<file path="config.mk">
export PLATFORM = sky130hd
export DESIGN_NAME = hood_power_sequencer
export DESIGN_NICKNAME = d
export VERILOG_FILES = /design/src/rtl/hood_power_sequencer.sv
export SDC_FILE = /design/constraint.sdc
export NUM_CORES = 1
export LEC_CHECK = 0
export BUFFER_PORTS_ARGS = -buffer_cell sky130_fd_sc_hd__buf_2
export CAP_MARGIN = 20
export CORE_MARGIN = 2
export CORE_UTILIZATION = 54
export DETAILED_ROUTE_END_ITERATION = 16
export PLACE_DENSITY_LB_ADDON = 0.1
export SETUP_SLACK_MARGIN = 0.5
export SYNTH_ARGS = -nofsm -noshare
export SYNTH_HDL_FRONTEND = slang
export SYNTH_SLANG_ARGS = --single-unit
</file>
<file path="constraint.sdc">
create_clock -name clk -period 2.3 [get_ports clk]
set_input_delay 0.115 -clock clk [delete_from_list [all_inputs] [get_ports clk]]
set_output_delay 0.115 -clock clk [all_outputs]
set_load 0.005 [all_outputs]
</file>
<file path="src/rtl/hood_power_sequencer.sv">
// Range hood power and maintenance sequencer.
// Owns the on/off state handed to exhaust_function, idle auto-shutdown,
// the timed self-clean cycle and the fan run-time maintenance reminder.
module hood_power_sequencer #(
  parameter int unsigned CLK_PER_SEC      = 100000000,
  parameter int unsigned LONG_PRESS_SEC   = 3,
  parameter int unsigned IDLE_TIMEOUT_SEC = 60,
  parameter int unsigned CLEAN_SEC        = 180,
  parameter int unsigned REMIND_SEC       = 36000
) (
  input  logic        clk,
  input  logic        rst,
  input  logic        power_key,
  input  logic        clean_key,
  input  logic        exhaust_busy,
  output logic        is_on,
  output logic        exhaust_enable,
  output logic        clean_active,
  output logic [7:0]  clean_countdown,
  output logic [15:0] runtime_sec,
  output logic        maintenance_reminder,
  output logic [2:0]  state
);

  localparam int unsigned PW = (CLK_PER_SEC > 1) ? $clog2(CLK_PER_SEC) : 1;
  localparam int unsigned HW = (LONG_PRESS_SEC > 0) ? $clog2(LONG_PRESS_SEC + 1) : 1;
  localparam int unsigned IW = (IDLE_TIMEOUT_SEC > 0) ? $clog2(IDLE_TIMEOUT_SEC + 1) : 1;

  localparam logic [PW-1:0] PRESC_LAST = PW'(CLK_PER_SEC - 1);
  localparam logic [HW-1:0] HOLD_MAX   = HW'(LONG_PRESS_SEC);
  localparam logic [IW-1:0] IDLE_MAX   = IW'(IDLE_TIMEOUT_SEC);
  localparam logic [7:0]    CLEAN_LOAD = 8'(CLEAN_SEC);
  localparam logic [15:0]   REMIND_LVL = 16'(REMIND_SEC);

  typedef enum logic [2:0] {
    ST_OFF     = 3'b000,
    ST_STANDBY = 3'b001,
    ST_WORKING = 3'b010,
    ST_CLEAN   = 3'b011
  } state_e;

  state_e        state_q, state_d;
  logic [PW-1:0] presc_q, presc_d;
  logic          power_prev_q, power_prev_d;
  logic          clean_prev_q, clean_prev_d;
  logic [HW-1:0] hold_q, hold_d;
  logic [IW-1:0] idle_q, idle_d;
  logic [7:0]    countdown_q, countdown_d;
  logic [15:0]   runtime_q, runtime_d;
  logic          is_on_q, is_on_d;
  logic          exhaust_enable_q, exhaust_enable_d;
  logic          clean_active_q, clean_active_d;
  logic [2:0]    state_out_q, state_out_d;

  logic tick;
  logic power_rise;
  logic clean_rise;
  logic long_press;

  // State, datapath and registered-output flops; everything clears on rst.
  always_ff @(posedge clk or posedge rst) begin
    if (rst) begin
      state_q          <= ST_OFF;
      presc_q          <= '0;
      power_prev_q     <= 1'b0;
      clean_prev_q     <= 1'b0;
      hold_q           <= '0;
      idle_q           <= '0;
      countdown_q      <= '0;
      runtime_q        <= '0;
      is_on_q          <= 1'b0;
      exhaust_enable_q <= 1'b0;
      clean_active_q   <= 1'b0;
      state_out_q      <= '0;
    end else begin
      state_q          <= state_d;
      presc_q          <= presc_d;
      power_prev_q     <= power_prev_d;
      clean_prev_q     <= clean_prev_d;
      hold_q           <= hold_d;
      idle_q           <= idle_d;
      countdown_q      <= countdown_d;
      runtime_q        <= runtime_d;
      is_on_q          <= is_on_d;
      exhaust_enable_q <= exhaust_enable_d;
      clean_active_q   <= clean_active_d;
      state_out_q      <= state_out_d;
    end
  end

  // Free-running 1 s prescaler and key edge detection.
  always_comb begin
    tick         = (presc_q == PRESC_LAST);
    presc_d      = tick ? '0 : presc_q + PW'(1);
    power_prev_d = power_key;
    clean_prev_d = clean_key;
    power_rise   = power_key & ~power_prev_q;
    clean_rise   = clean_key & ~clean_prev_q;
  end

  // Next state plus hold/idle/countdown/run-time updates; long press wins over all.
  always_comb begin
    state_d     = state_q;
    idle_d      = '0;
    countdown_d = countdown_q;
    runtime_d   = runtime_q;

    if (!power_key) begin
      hold_d = '0;
    end else if (tick && (hold_q < HOLD_MAX)) begin
      hold_d = hold_q + HW'(1);
    end else begin
      hold_d = hold_q;
    end

    long_press = (state_q != ST_OFF) && (hold_q == HOLD_MAX);

    if (long_press) begin
      state_d     = ST_OFF;
      countdown_d = '0;
    end else begin
      case (state_q)
        ST_OFF: begin
          countdown_d = '0;
          if (power_rise) begin
            state_d = ST_STANDBY;
            hold_d  = '0;
          end
        end
        ST_STANDBY: begin
          if (power_rise || clean_rise || exhaust_busy) begin
            idle_d = '0;
          end else if (tick && (idle_q < IDLE_MAX)) begin
            idle_d = idle_q + IW'(1);
          end else begin
            idle_d = idle_q;
          end
          if (exhaust_busy) begin
            state_d = ST_WORKING;
          end else if (clean_rise) begin
            state_d     = ST_CLEAN;
            countdown_d = CLEAN_LOAD;
          end else if (idle_q == IDLE_MAX) begin
            state_d = ST_OFF;
          end
        end
        ST_WORKING: begin
          if (tick && (runtime_q != 16'hFFFF)) begin
            runtime_d = runtime_q + 16'd1;
          end
          if (!exhaust_busy) begin
            state_d = ST_STANDBY;
          end
        end
        ST_CLEAN: begin
          // An abort coinciding with the final tick keeps the run-time.
          if (clean_rise) begin
            state_d     = ST_STANDBY;
            countdown_d = '0;
          end else if (tick) begin
            if (countdown_q == 8'd1) begin
              state_d     = ST_STANDBY;
              countdown_d = '0;
              runtime_d   = '0;
            end else begin
              countdown_d = countdown_q - 8'd1;
            end
          end
        end
        default: begin
          state_d     = ST_OFF;
          countdown_d = '0;
        end
      endcase
    end
  end

  // Output decode from the current state, registered one clock later.
  always_comb begin
    is_on_d          = 1'b0;
    exhaust_enable_d = 1'b0;
    clean_active_d   = 1'b0;
    state_out_d      = state_q;
    case (state_q)
      ST_STANDBY: begin
        is_on_d          = 1'b1;
        exhaust_enable_d = 1'b1;
      end
      ST_WORKING: begin
        is_on_d          = 1'b1;
        exhaust_enable_d = 1'b1;
      end
      ST_CLEAN: begin
        is_on_d        = 1'b1;
        clean_active_d = 1'b1;
      end
      default: begin
        is_on_d = 1'b0;
      end
    endcase
  end

  assign is_on                = is_on_q;
  assign exhaust_enable       = exhaust_enable_q;
  assign clean_active         = clean_active_q;
  assign clean_countdown      = countdown_q;
  assign runtime_sec          = runtime_q;
  assign maintenance_reminder = (runtime_q >= REMIND_LVL);
  assign state                = state_out_q;

endmodule
</file>
**Yosys cells after proc, flatten, opt, wreduce, memory -nomap -nowiden**

Cells that the tools add are included.

- Register bits after elaboration: 70
- Bits of input ports: 5
- Output and inout port bits: 31

- Add/subtract/negate cells: 5
- Multiplexer cells: 35
- Reductions and logical operators: 14
- Equal/unequal tests: 21
- Bitwise logic cells: 5
- Magnitude comparators: 3

Operators by type and width:

| kind | number |
|---|---|
| two-way mux 16 bit | 4 |
| two-way mux 8 bit | 6 |
| one-hot mux 16 bit (2 select lines) | 1 |
| adder 27 x 1 -> 27 bit (second input constant) | 1 |
| equality test 27 bit (second input constant) | 1 |
| two-way mux 27 bit | 1 |
| two-way mux 3 bit | 9 |
| two-way mux 6 bit | 4 |
| one-hot mux 8 bit (3 select lines) | 1 |
| adder 16 x 1 -> 16 bit (second input constant) | 1 |
| >= comparator 16 bit (second input constant) | 1 |
| inequality test 16 bit (second input constant) | 1 |
| inequality test 3 bit (second input constant) | 4 |
| inequality test 4 bit (second input constant) | 3 |
| one-hot mux 3 bit (4 select lines) | 1 |
| two-way mux 2 bit | 5 |
| inequality test 2 bit (second input constant) | 5 |
| equality test 8 x 1 -> 1 bit (second input constant) | 1 |
| subtractor 8 x 1 -> 8 bit (second input constant) | 1 |
| adder 6 x 1 -> 6 bit (second input constant) | 1 |
| equality test 3 x 2 -> 1 bit (second input constant) | 2 |
| equality test 6 bit (second input constant) | 1 |
| < comparator 6 bit (second input constant) | 1 |
| AND reduction 6 bit | 1 |
| 17 further kinds | 26 |

**Longest topological paths before layout**

Gate-level depths: netlist of the first run.

- Depth in word-level cells: 7
- Depth in mapped cells: 10

**Worst setup path after synthesis of the first run**

OpenSTA, ideal clock, no wires.

- Path type: reg-to-reg
- From: reg presc_q[9]
- To: reg runtime_q[0], in the netlist runtime_sec[0]
- Setup time: 125 ps
- Slack: -64 ps
- Buffers on the path: 1
- Cell stages (with the launch flop): 7
- Period minus slack after synthesis: 2,364 ps
- Required time: 2,175 ps
- Arrival: 2,240 ps
- Cell sequence: dfrtp_1 > or4b_4 > nor4_4 > nand3_2 > or3_1 > buf_6 > mux2_2

- Word-level cells in the longest chain between the ends: 4
- Elaborated cells between the ends (all ways): 5
- Classes of those cells: eq/ne (3); reduce/logical (2)

Ends and longest elaborated chain:

| element | RTL line | source |
|---|---|---|
| start, declared | 43 | `logic [PW-1:0] presc_q, presc_d;` |
| start signal, assigned | 77 | `presc_q <= presc_d;` |
| equality test 27 bit * | 93 | `tick = (presc_q == PRESC_LAST);` |
| logical AND 1 bit | 148 | `if (tick && (runtime_q != 16'hFFFF)) begin` |
| inequality test 2 bit (no source line) | - |  |
| AND reduction 6 bit (no source line) * | - |  |
| end signal, assigned | 83 | `runtime_q <= runtime_d;` |
| end, declared | 49 | `logic [15:0] runtime_q, runtime_d;` |

Every way passes the cells marked *; elsewhere a longest branch is shown, timed or not.
A chain may end at the register's enable or synchronous reset.

**Final worst setup path of the first run**

- From: reg state_q[0], in the netlist state_out_d[0]
- To: reg runtime_q[14], in the netlist runtime_sec[14]

- Word-level cells in the longest chain between the ends: 4
- Elaborated cells between the ends (all ways): 12
- Classes of those cells: eq/ne (6); mux (1); bitwise (1); reduce/logical (4)

Ends and longest elaborated chain:

| element | RTL line | source |
|---|---|---|
| start, declared | 42 | `state_e state_q, state_d;` |
| start signal, assigned | 76 | `state_q <= state_d;` |
| parallel branches: the longest is 4 deep, another holds AND reduction 6 bit | - |  |

Several ways; the timed one is not identified.

==> impl_metrics.csv, run 1 <==
group,metric,value,unit
run_status,status,"finished, final reports clean",
synth,synth_edf_count,0,
global_route,grt_pass1_wl,15.37,mm
finish,nFillCells,488,
routing,post_drt_wl_per_cell,17.28,um
clock_tree,clock_latency,0.34,ns
clock_tree,clk_pin_slew,0.07,ns
synth,synth_area_per_cell,9.876,um^2
critical_path,required,2.53,ns
pwr,p_seq_frac,0.381,
floorplan,die_h,87.80,um
timing,setup_violations,0,
pwr,switchingPower,1.306,mW
synth,ys_seq_area_frac,0.4487,
floorplan,dieArea,0.007709,mm^2
critical_path,critical_path_buf_inv_count,2,
timing,tightest_slew,0.6235,ns
floorplan,num_rows,30,
placement,post-place-ws,0.002963,ns
critical_path,critPathKind,"reg -> reg",
critical_path,crit_fanout,7,
placement,gp_congestion,0.8669,
synth,syn_nets,402,
routing,drt_wl_total,9.728,mm
critical_path,critical_path.max_stage_delay,0.44,ns
placement,numPortBuffers,34,
critical_path,startpoint_type,"register",
timing,fmax,440.4,MHz
synth,syn_area,0.003792,mm^2
finish,n_antenna_cell,0,
floorplan,core-area,0.006794,mm^2
timing,finalCritPeriodShare,0.9872,
routing,routed_via_density,6.057,
placement,place_hpwl,6.072,mm
placement,dpl-instance-area,0.004405,mm^2
min_path,hp-class,"in -> reg",
timing,hold_viol_final,0,
global_route,grt.overflow.total,0,
pwr,p_comb_frac,0.354,
clock_tree,cts_tree,"yes",
synth,syn_inst,384,
global_route,grt_max_degree,43,
finish,nets,481,
timing,post-route-min-period,2.270,ns
clock_tree,root_buffer,"clkbuf_8",
routing,drtAntennaViolNets,0,
finish,final_cell_mix,"dfrtp_1, buf_4, buf_2",
floorplan,start_util,0.5582,
global_route,antenna_found_initial,0,
timing,layout_setup_ws,0.02953,ns
synth,async_reset_ff_frac,1.000,
clock_tree,cts_max_level,3,
global_route,grtUsageTotal,0.2529,
finish,layout_commonest_cell,"dfrtp_1",
floorplan,num_io_pins,36,
pwr,pwr-share-clk,0.265,
pwr,p_int,2.388,mW
timing,slew_headroom,0.5834,
routing,drc,0,
flow_run,cap_viol_max_count,0,
critical_path,cp.arrival,2.50,ns
critical_path,endpoint_kind,"register",
routing,num_vias,3410,
pwr,p_leak,2.153,nW
critical_path,worstPathCellList,"inv_2 -> ha_1 -> nand2b_1 -> and3_1 -> a2bb2oi_2 -> buf_4 -> or3_4 -> o31ai_1",
placement,placedCellCount,531,
finish,finalNonFillerCells,563,
timing,rsz0062_at_grt,"true",
finish,drive_above_1_share,0.3662,
timing,finalMaxSlewViolations,0,
timing,skew,0.009222,ns
synth,synthFlopType,"dfrtp_1",
clock_tree,cts_buffers,9,
finish,final_cell_area,0.005156,mm^2
pwr,irDropWorstVdd,0.7341,mV
critical_path,cpMaxStageDelayCell,"dfrtp_1",
synth,synth_seq_cells,68,
pwr,switching_share,0.3535,
clock_tree,cts_buffer_depth,2,
routing,drt_iter0_drc,200,
synth,synth_cell_types,58,
clock_tree,clock-sinks,68,
timing,hold_ws,0.2130,ns
floorplan,die_x,87.80,um
critical_path,path_delay_family,"simple AND/OR/NAND/NOR gates",
synth,ys_warn_count,0,
routing,drtPass1Iterations,4,
pwr,powerDensity,716.4,mW/mm^2
global_route,grt_pass1_vias,3233,
finish,syn_to_final_growth,35.96,%
[logic make-up (layout without fill, tap and decap cells)]
family / count (synthesis) / in the layout / share of synthesized area
buf+inv: 40 / 123 / 0.04322
simple gates: 150 / 150 / 0.2227
other cells: 1 / 1 / 0.0009888
xor+xnor: 23 / 23 / 0.05312
flops: 68 / 68 / 0.4487
compound gates: 83 / 83 / 0.1722
mux: 6 / 6 / 0.01617
fa+ha+maj: 13 / 13 / 0.04289
[per-layer routing]
metal | part of all wire | up-vias | track usage
met4 | 0.013 | 0 | 0.07413
li1 | - | 1581 | -
met3 | 0.049 | 17 | 0.05561
met2 | 0.49 | 106 | 0.3946
met5 | 0 | - | 0
met1 | 0.44 | 1706 | 0.3559
[worst reg2reg max path, delay by kind of cell (launching register included)]
| family | cells | cell delay, ns |
|---|---|---|
| adder cells (fa/ha/maj) | 1 | 0.22 |
| flip-flops | 1 | 0.44 |
| AND/OR/NAND/NOR | 3 | 0.82 |
| buffers and inverters | 2 | 0.30 |
| AO/OA/AOI/OAI | 2 | 0.38 |
[registers in the layout, indices dropped and copies added (netlist names)]
name	count
power_prev_q	1
clean_active	1
presc_q	27
state_out_d	2
clean_countdown	8
clean_prev_q	1
runtime_sec	16
idle_q	6
is_on	1
state	2
exhaust_enable	1
hold_q	2
[layout make-up]
type / instances / area, um^2 / share of cell area
Clock inverter: 5 / 52.55 / 0.01019
Multi-Input combinational cell: 276 / 2344 / 0.4545
Inverter: 19 / 75.07 / 0.01456
Tap cell: 96 / 120.1 / 0.02330
Timing Repair Buffer: 89 / 723.2 / 0.1403
Clock buffer: 10 / 137.6 / 0.02669
Sequential cell: 68 / 1704 / 0.3305
[cell usage after synthesis (all sizes together), types with 9 or more instances]
cell type  number  area (um^2)
nand3          22        115.1
inv            19        71.32
nand4          12        75.07
nand2          17        63.81
o41ai          21        214.0
clkbuf         16        60.06
nor2           34        127.6
and3           11        68.82
nor3           10        50.05
xor2           15        131.4
dfrtp          68         1702
or3             9        56.30
ha             13        162.7
nand2b          9        56.30
o21ai          15        75.07
[worst paths after layout]
check	from	end	slack [ns]	cells after the start
max	state_out_d[0]	runtime_sec[14]	0.03	8
min	exhaust_busy	state_out_d[1]	0.21	3
max reg2reg	state_out_d[0]	runtime_sec[14]	0.03	8
min reg2reg	state_out_d[1]	state[1]	0.48	0
max in group asynchronous	rst	power_prev_q	1.29	4
min in group asynchronous	rst	presc_q[6]	0.39	3
[per-stage QoR]
step           power [mW]  setup TNS, ns  utilization
2_1_floorplan       2.227              0            -
3_3_place_gp        2.590              0       0.6484
3_5_place_dp        2.613              0       0.6484
4_1_cts             3.652              0       0.7107
5_1_grt             3.895       -0.09558       0.7589
6_report            3.694              0       0.7589
[repair_timing]
action | CTS | global route
gates cloned | 0 | 2
hold buffers | 3 | 0
buffers inserted | 9 | 3
resized for setup | 21 | 62
endpoints found under the setup margin | 48 | 54
pin swaps | 7 | 11
endpoints found under the hold margin | 28 | 0
[power groups by stage]
stage / combinational [mW] / clock, mW / sequential (mW)
2_1_floorplan: 0.788 / 0 / 1.44
3_3_place_gp: 1.17 / 0 / 1.42
3_5_place_dp: 1.18 / 0 / 1.43
4_1_cts: 1.25 / 0.998 / 1.41
5_1_grt: 1.43 / 1.04 / 1.42
6_report: 1.31 / 0.979 / 1.41
No activity file was read; power rests on OpenSTA's default activity.
==> inputs of run 2 (changes only) <==
--- a/config.mk
+++ b/config.mk
@@ -7,8 +7,10 @@
 export LEC_CHECK = 0
 export BUFFER_PORTS_ARGS = -buffer_cell sky130_fd_sc_hd__buf_2
 export CAP_MARGIN = 20
+export CELL_PAD_IN_SITES_DETAIL_PLACEMENT = 0
+export CELL_PAD_IN_SITES_GLOBAL_PLACEMENT = 1
 export CORE_MARGIN = 2
-export CORE_UTILIZATION = 54
+export CORE_UTILIZATION = 42
 export DETAILED_ROUTE_END_ITERATION = 16
 export PLACE_DENSITY_LB_ADDON = 0.1
 export SETUP_SLACK_MARGIN = 0.5
==> run 2 against run 1 <==
Compared with the run above:
- hold slack lost 0.017 ns
- fmax grew 2.4%
- via count shrank 4.4%
- register-to-register slack gained 0.05 ns
- highest routed layer unchanged
- clock power grew 11%
- largest cell class unchanged
- critical path type unchanged
- critical path depth shrank 2
- utilization shrank 17 points
==> impl_metrics.csv, run 2 (synthesized netlist as in run 1, its figures left out) <==
group,metric,value,unit
run_status,status,"finished, final reports clean",
finish,nets,480,
critical_path,path_depth,6,
global_route,grt_max_degree,41,
timing,tightest_slew,0.6599,ns
global_route,grt.met3_usage,0.03688,
clock_tree,cts_buffers,9,
finish,drive_above_1_share,0.3619,
critical_path,r2r_start,"presc_q[25]",
critical_path,critical_path.max_stage_delay,0.54,ns
timing,fmax,450.9,MHz
global_route,use_met2,0.3243,
routing,post_drt_wl_per_cell,16.27,um
critical_path,startpoint,"presc_q[25]",
timing,hold_ws,0.1960,ns
finish,largest_reg_flops,27,
critical_path,startpoint_type,"register",
routing,drc,0,
timing,fin_tns_setup,0,ns
critical_path,r2r_end,"runtime_sec[7]",
critical_path,ff2ff_setup_slack,0.08,ns
critical_path,endpoint,"runtime_sec[7]",
timing,hold_viol_final,0,
global_route,use_met1,0.2703,
floorplan,num_rows,34,
timing,rsz0062_at_grt,"true",
finish,n_antenna_cell,0,
placement,gp_congestion,0.8280,
routing,drtAntennaViolNets,0,
floorplan,dieArea,0.009806,mm^2
routing,drt_wl_total,9.357,mm
floorplan,num_io_pins,36,
min_path,hp-class,"in -> reg",
critical_path,critPathKind,"reg -> reg",
routing,drtPass1Iterations,4,
critical_path,reg2regPathDepth,6,
timing,finalMaxSlewViolations,0,
timing,setup_violations,0,
finish,top_register,"presc_q",
clock_tree,cts_tree,"yes",
finish,final_cell_mix,"dfrtp_1, buf_4, buf_2",
flow_run,cap_viol_max_count,0,
clock_tree,clock_latency,0.34,ns
critical_path,crit_fanout,9,
floorplan,die_h,99.03,um
clock_tree,root_buffer,"clkbuf_8",
global_route,antenna_found_initial,0,
routing,num_vias,3260,
floorplan,start_util,0.4349,
global_route,grt_pass1_vias,3212,
finish,syn_to_final_growth,34.58,%
critical_path,endpoint_kind,"register",
global_route,grtUsageTotal,0.2004,
critical_path,critical_path_buf_inv_count,1,
pwr,p_leak,2.140,nW
global_route,gr-max-usage-layer,"met2",
finish,final_core_util,0.5852,
pwr,powerDensity,743.7,mW/mm^2
critical_path,cpMaxStageDelayCell,"or4b_4",
placement,place_hpwl,6.315,mm
clock_tree,cts_buffer_depth,2,
routing,routed_via_density,5.670,
floorplan,die_x,99.03,um
finish,layout_commonest_cell,"dfrtp_1",
pwr,irDropWorstVdd,0.7883,mV
critical_path,required,2.53,ns
placement,numPortBuffers,34,
timing,post-route-min-period,2.218,ns
critical_path,cp.arrival,2.45,ns
global_route,grt.overflow.total,0,
timing,finalCritPeriodShare,0.9642,
routing,drt_iter0_drc,131,
global_route,grt_pass1_wl,15.72,mm
clock_tree,cts_max_level,3,
timing,skew,0.009737,ns
timing,slew_headroom,0.5591,
floorplan,core-area,0.008721,mm^2
critical_path,worstPathCellList,"or4b_4 -> nor4_4 -> nand3_4 -> buf_12 -> o41a_1 -> a31o_2",
critical_path,path_delay_family,"simple AND/OR/NAND/NOR gates",
clock_tree,clock-sinks,68,
clock_tree,clk_pin_slew,0.07,ns
-- run 2: cell count changes in the layout (fill, tap and decap cells not counted), sizes merged --
cell / delta
bufinv: +1
clkinvlp: -1
-- run 2: report_power, final --
part | switching (mW) | internal, mW
combinational | 0.728 | 0.584
clock | 0.454 | 0.635
sequential | 0.0826 | 1.31
-- run 2: timing repair --
| item | in CTS | in global routing |
|---|---|---|
| setup buffers | 6 | 3 |
| endpoints found under the hold margin | 30 | 0 |
| gates cloned | 1 | 1 |
| setup endpoints to repair | 48 | 56 |
| resized for setup | 20 | 50 |
| pin swaps | 3 | 11 |
| hold buffers | 3 | 0 |
-- run 2: cell type report --
type	instances	area, um^2
Multi-Input combinational cell	276	2248
Clock buffer	11	141.4
Timing Repair Buffer	88	725.7
Sequential cell	68	1703
Clock inverter	5	75.07
Inverter	19	75.07
Fill cell	756	3617
Tap cell	108	135.1
-- run 2: worst min-delay path, cell delays in order --
cell and delay (ns):
buf_2 0.13, o211ai_1 0.11, mux2i_1 0.13
-- run 2: worst min-delay path by stage --
stage                 startpoint             end  cells after the start
finish              exhaust_busy  state_out_d[1]                      3
detailed placement           rst      presc_q[6]                      2
CTS                 exhaust_busy  state_out_d[1]                      3
global route        exhaust_busy  state_out_d[1]                      3
global placement             rst      presc_q[6]                      2
floorplan              clean_key    clean_prev_q                      0
-- run 2: routing by layer --
layer | wire (um) | up-vias
li1 | - | 1589
met1 | 4394 | 1617
met2 | 4591 | 45
met3 | 243 | 9
met4 | 127 | 0
met5 | 0 | -
-- run 2: metrics by stage --
step	setup slack (ns)	power, mW	cell area (um^2)	instances
floorplan	0.1199	2.227	3930	384
global placement	0.09127	2.662	4448	545
detailed placement	0.01368	2.664	4448	545
CTS	0.07896	3.803	4871	571
global route	0.01122	4.053	5104	575
finish	0.08232	3.796	5104	575
==> inputs of run 3 (changes only) <==
--- a/config.mk
+++ b/config.mk
@@ -13,7 +13,9 @@
 export CORE_UTILIZATION = 42
 export DETAILED_ROUTE_END_ITERATION = 16
 export PLACE_DENSITY_LB_ADDON = 0.1
+export REMOVE_ABC_BUFFERS = 1
 export SETUP_SLACK_MARGIN = 0.5
+export SKIP_CTS_REPAIR_TIMING = 1
 export SYNTH_ARGS = -nofsm -noshare
 export SYNTH_HDL_FRONTEND = slang
 export SYNTH_SLANG_ARGS = --single-unit
==> run 3 against run 2 <==
Compared with the run above:
- register-to-register slack worse by 0.04 ns
- first-iteration DRC count is 1.5% lower
- largest cell class unchanged
- die area stayed put
- largest power group unchanged
- fmax is 1.7% lower
- hold slack worse by 0.017 ns
==> impl_metrics.csv, run 3 (synthesized netlist as in run 1, its figures left out) <==
group,metric,value,unit
floorplan,num_io_pins,36,
min_path,whs_path_depth,3,
finish,top_register,"presc_q",
finish,finalNonFillerCells,583,
finish,layout_commonest_cell,"dfrtp_1",
finish,final_cell_mix,"dfrtp_1, buf_4, buf_2",
clock_tree,cts_buffer_depth,2,
routing,post_drt_wl_per_cell,16.69,um
clock_tree,clk_pin_slew,0.08,ns
critical_path,cp.arrival,2.48,ns
routing,drt_iter0_drc,129,
global_route,grt_pass1_wl,15.32,mm
min_path,holdPathEnd,"state_out_d[1]",
critical_path,reg2regPathDepth,6,
critical_path,endpoint_kind,"register",
flow_run,cap_viol_max_count,0,
clock_tree,clock_latency,0.34,ns
run_status,status,"finished, final reports clean",
routing,drc,0,
routing,drtAntennaViolNets,0,
timing,fmax,443.4,MHz
critical_path,critPathKind,"reg -> reg",
floorplan,core-area,0.008721,mm^2
pwr,powerDensity,712.9,mW/mm^2
clock_tree,root_buffer,"clkbuf_8",
global_route,grt_pass1_vias,3079,
min_path,hold_start,"exhaust_busy",
timing,hold_viol_final,0,
timing,finalMaxSlewViolations,0,
floorplan,num_rows,34,
routing,drtPass1Iterations,4,
critical_path,ff2ff_setup_slack,0.04,ns
pwr,p_int,2.468,mW
floorplan,dieArea,0.009806,mm^2
finish,n_antenna_cell,0,
global_route,grt_max_degree,69,
timing,hold_ws,0.1795,ns
routing,drt_wl_total,9.731,mm
min_path,hp-class,"in -> reg",
pwr,p_comb_frac,0.354,
global_route,grt.overflow.total,0,
placement,numPortBuffers,34,
pwr,switchingPower,1.291,mW
critical_path,r2r_end,"runtime_sec[0]",
timing,rsz0062_at_grt,"true",
finish,drive_above_1_share,0.4000,
pwr,switching_share,0.3435,
critical_path,r2r_start,"presc_q[12]",
critical_path,crit_fanout,6,
critical_path,startpoint_type,"register",
finish,nets,488,
critical_path,required,2.53,ns
floorplan,start_util,0.4349,
clock_tree,cts_tree,"yes",
placement,place_hpwl,6.159,mm
timing,setup_violations,0,
floorplan,die_x,99.03,um
finish,largest_reg_flops,27,
timing,skew,0.01236,ns
finish,nFillCells,715,
global_route,grtUsageTotal,0.1914,
pwr,pwr-share-clk,0.275,
routing,routed_via_density,5.602,
routing,num_vias,3266,
finish,syn_to_final_growth,39.06,%
placement,placedCellCount,552,
clock_tree,clock-sinks,68,
clock_tree,cts_max_level,3,
timing,post-route-min-period,2.255,ns
placement,gp_congestion,0.8180,
pwr,p_seq_frac,0.371,
floorplan,die_h,99.03,um
clock_tree,cts_buffers,9,
timing,finalCritPeriodShare,0.9805,
global_route,antenna_found_initial,0,
pwr,p_leak,2.226,nW
pwr,irDropWorstVdd,0.6606,mV
[run 3: changes by cell type in the layout (fill, tap and decap cells not counted), sizes merged]
cell	before	now
inv	18	19
clkbuf	12	15
buf	84	90
bufinv	2	1
clkinv	3	2
[run 3: worst max-delay path by stage]
stage,cells after the start,from,end,slack [ns]
floorplan,5,presc_q[9],runtime_sec[0],-0.34
global placement,6,presc_q[17],runtime_sec[4],-0.08
detailed placement,6,presc_q[17],runtime_sec[13],-0.17
CTS,6,presc_q[17],runtime_sec[13],-0.18
global route,6,presc_q[12],runtime_sec[7],-0.02
finish,6,presc_q[12],runtime_sec[0],0.04
[run 3: per-stage QoR]
| step | power, mW | util | worst slack (ns) | TNS [ns] | instance area [um^2] |
|---|---|---|---|---|---|
| after CTS | 3.630 | 0.5258 | -0.1782 | -1.165 | 4586 |
| after global placement | 2.573 | 0.5026 | -0.08212 | -0.4440 | 4383 |
| final | 3.760 | 0.6047 | 0.04487 | 0 | 5274 |
| after detailed placement | 2.580 | 0.5026 | -0.1674 | -1.058 | 4383 |
| after global routing | 3.978 | 0.6047 | -0.01952 | -0.08940 | 5274 |
| after floorplan | 2.101 | - | -0.3365 | -4.113 | 3700 |
[run 3: area by class of cell]
class | instances | area, um^2 | share of cell area
clock buffer | 12 | 155.1 | 0.02942
clock inverter | 4 | 47.55 | 0.009015
inverter | 19 | 71.32 | 0.01352
multi-input combinational | 276 | 2371 | 0.4496
sequential | 68 | 1702 | 0.3227
tap | 108 | 135.1 | 0.02562
timing repair buffer | 96 | 792.0 | 0.1502
[run 3: worst max-delay path, cell delays in order (launching register included)]
cell     delay (ns)
dfrtp_1        0.39
or4bb_1        0.55
nor4_4         0.23
nand3_4        0.19
or3_4          0.37
buf_6          0.15
mux2_2         0.26
[run 3: power by group through the flow]
| stage | logic (mW) | clock network, mW | registers (mW) |
|---|---|---|---|
| floorplan | 0.673 | 0 | 1.43 |
| global placement | 1.16 | 0 | 1.41 |
| detailed placement | 1.17 | 0 | 1.41 |
| CTS | 1.17 | 1.07 | 1.39 |
| global route | 1.47 | 1.10 | 1.41 |
| finish | 1.33 | 1.03 | 1.39 |
[run 3: routing by layer]
metal / part of all wire / vias up / wire [um] / global-route usage
li1: - / 1598 / - / -
met5: 0 / - / 0 / 0
met3: 0.043 / 9 / 415 / 0.03617
met2: 0.47 / 67 / 4564 / 0.2921
met1: 0.48 / 1592 / 4653 / 0.2824
met4: 0.010 / 0 / 97 / 0.04531
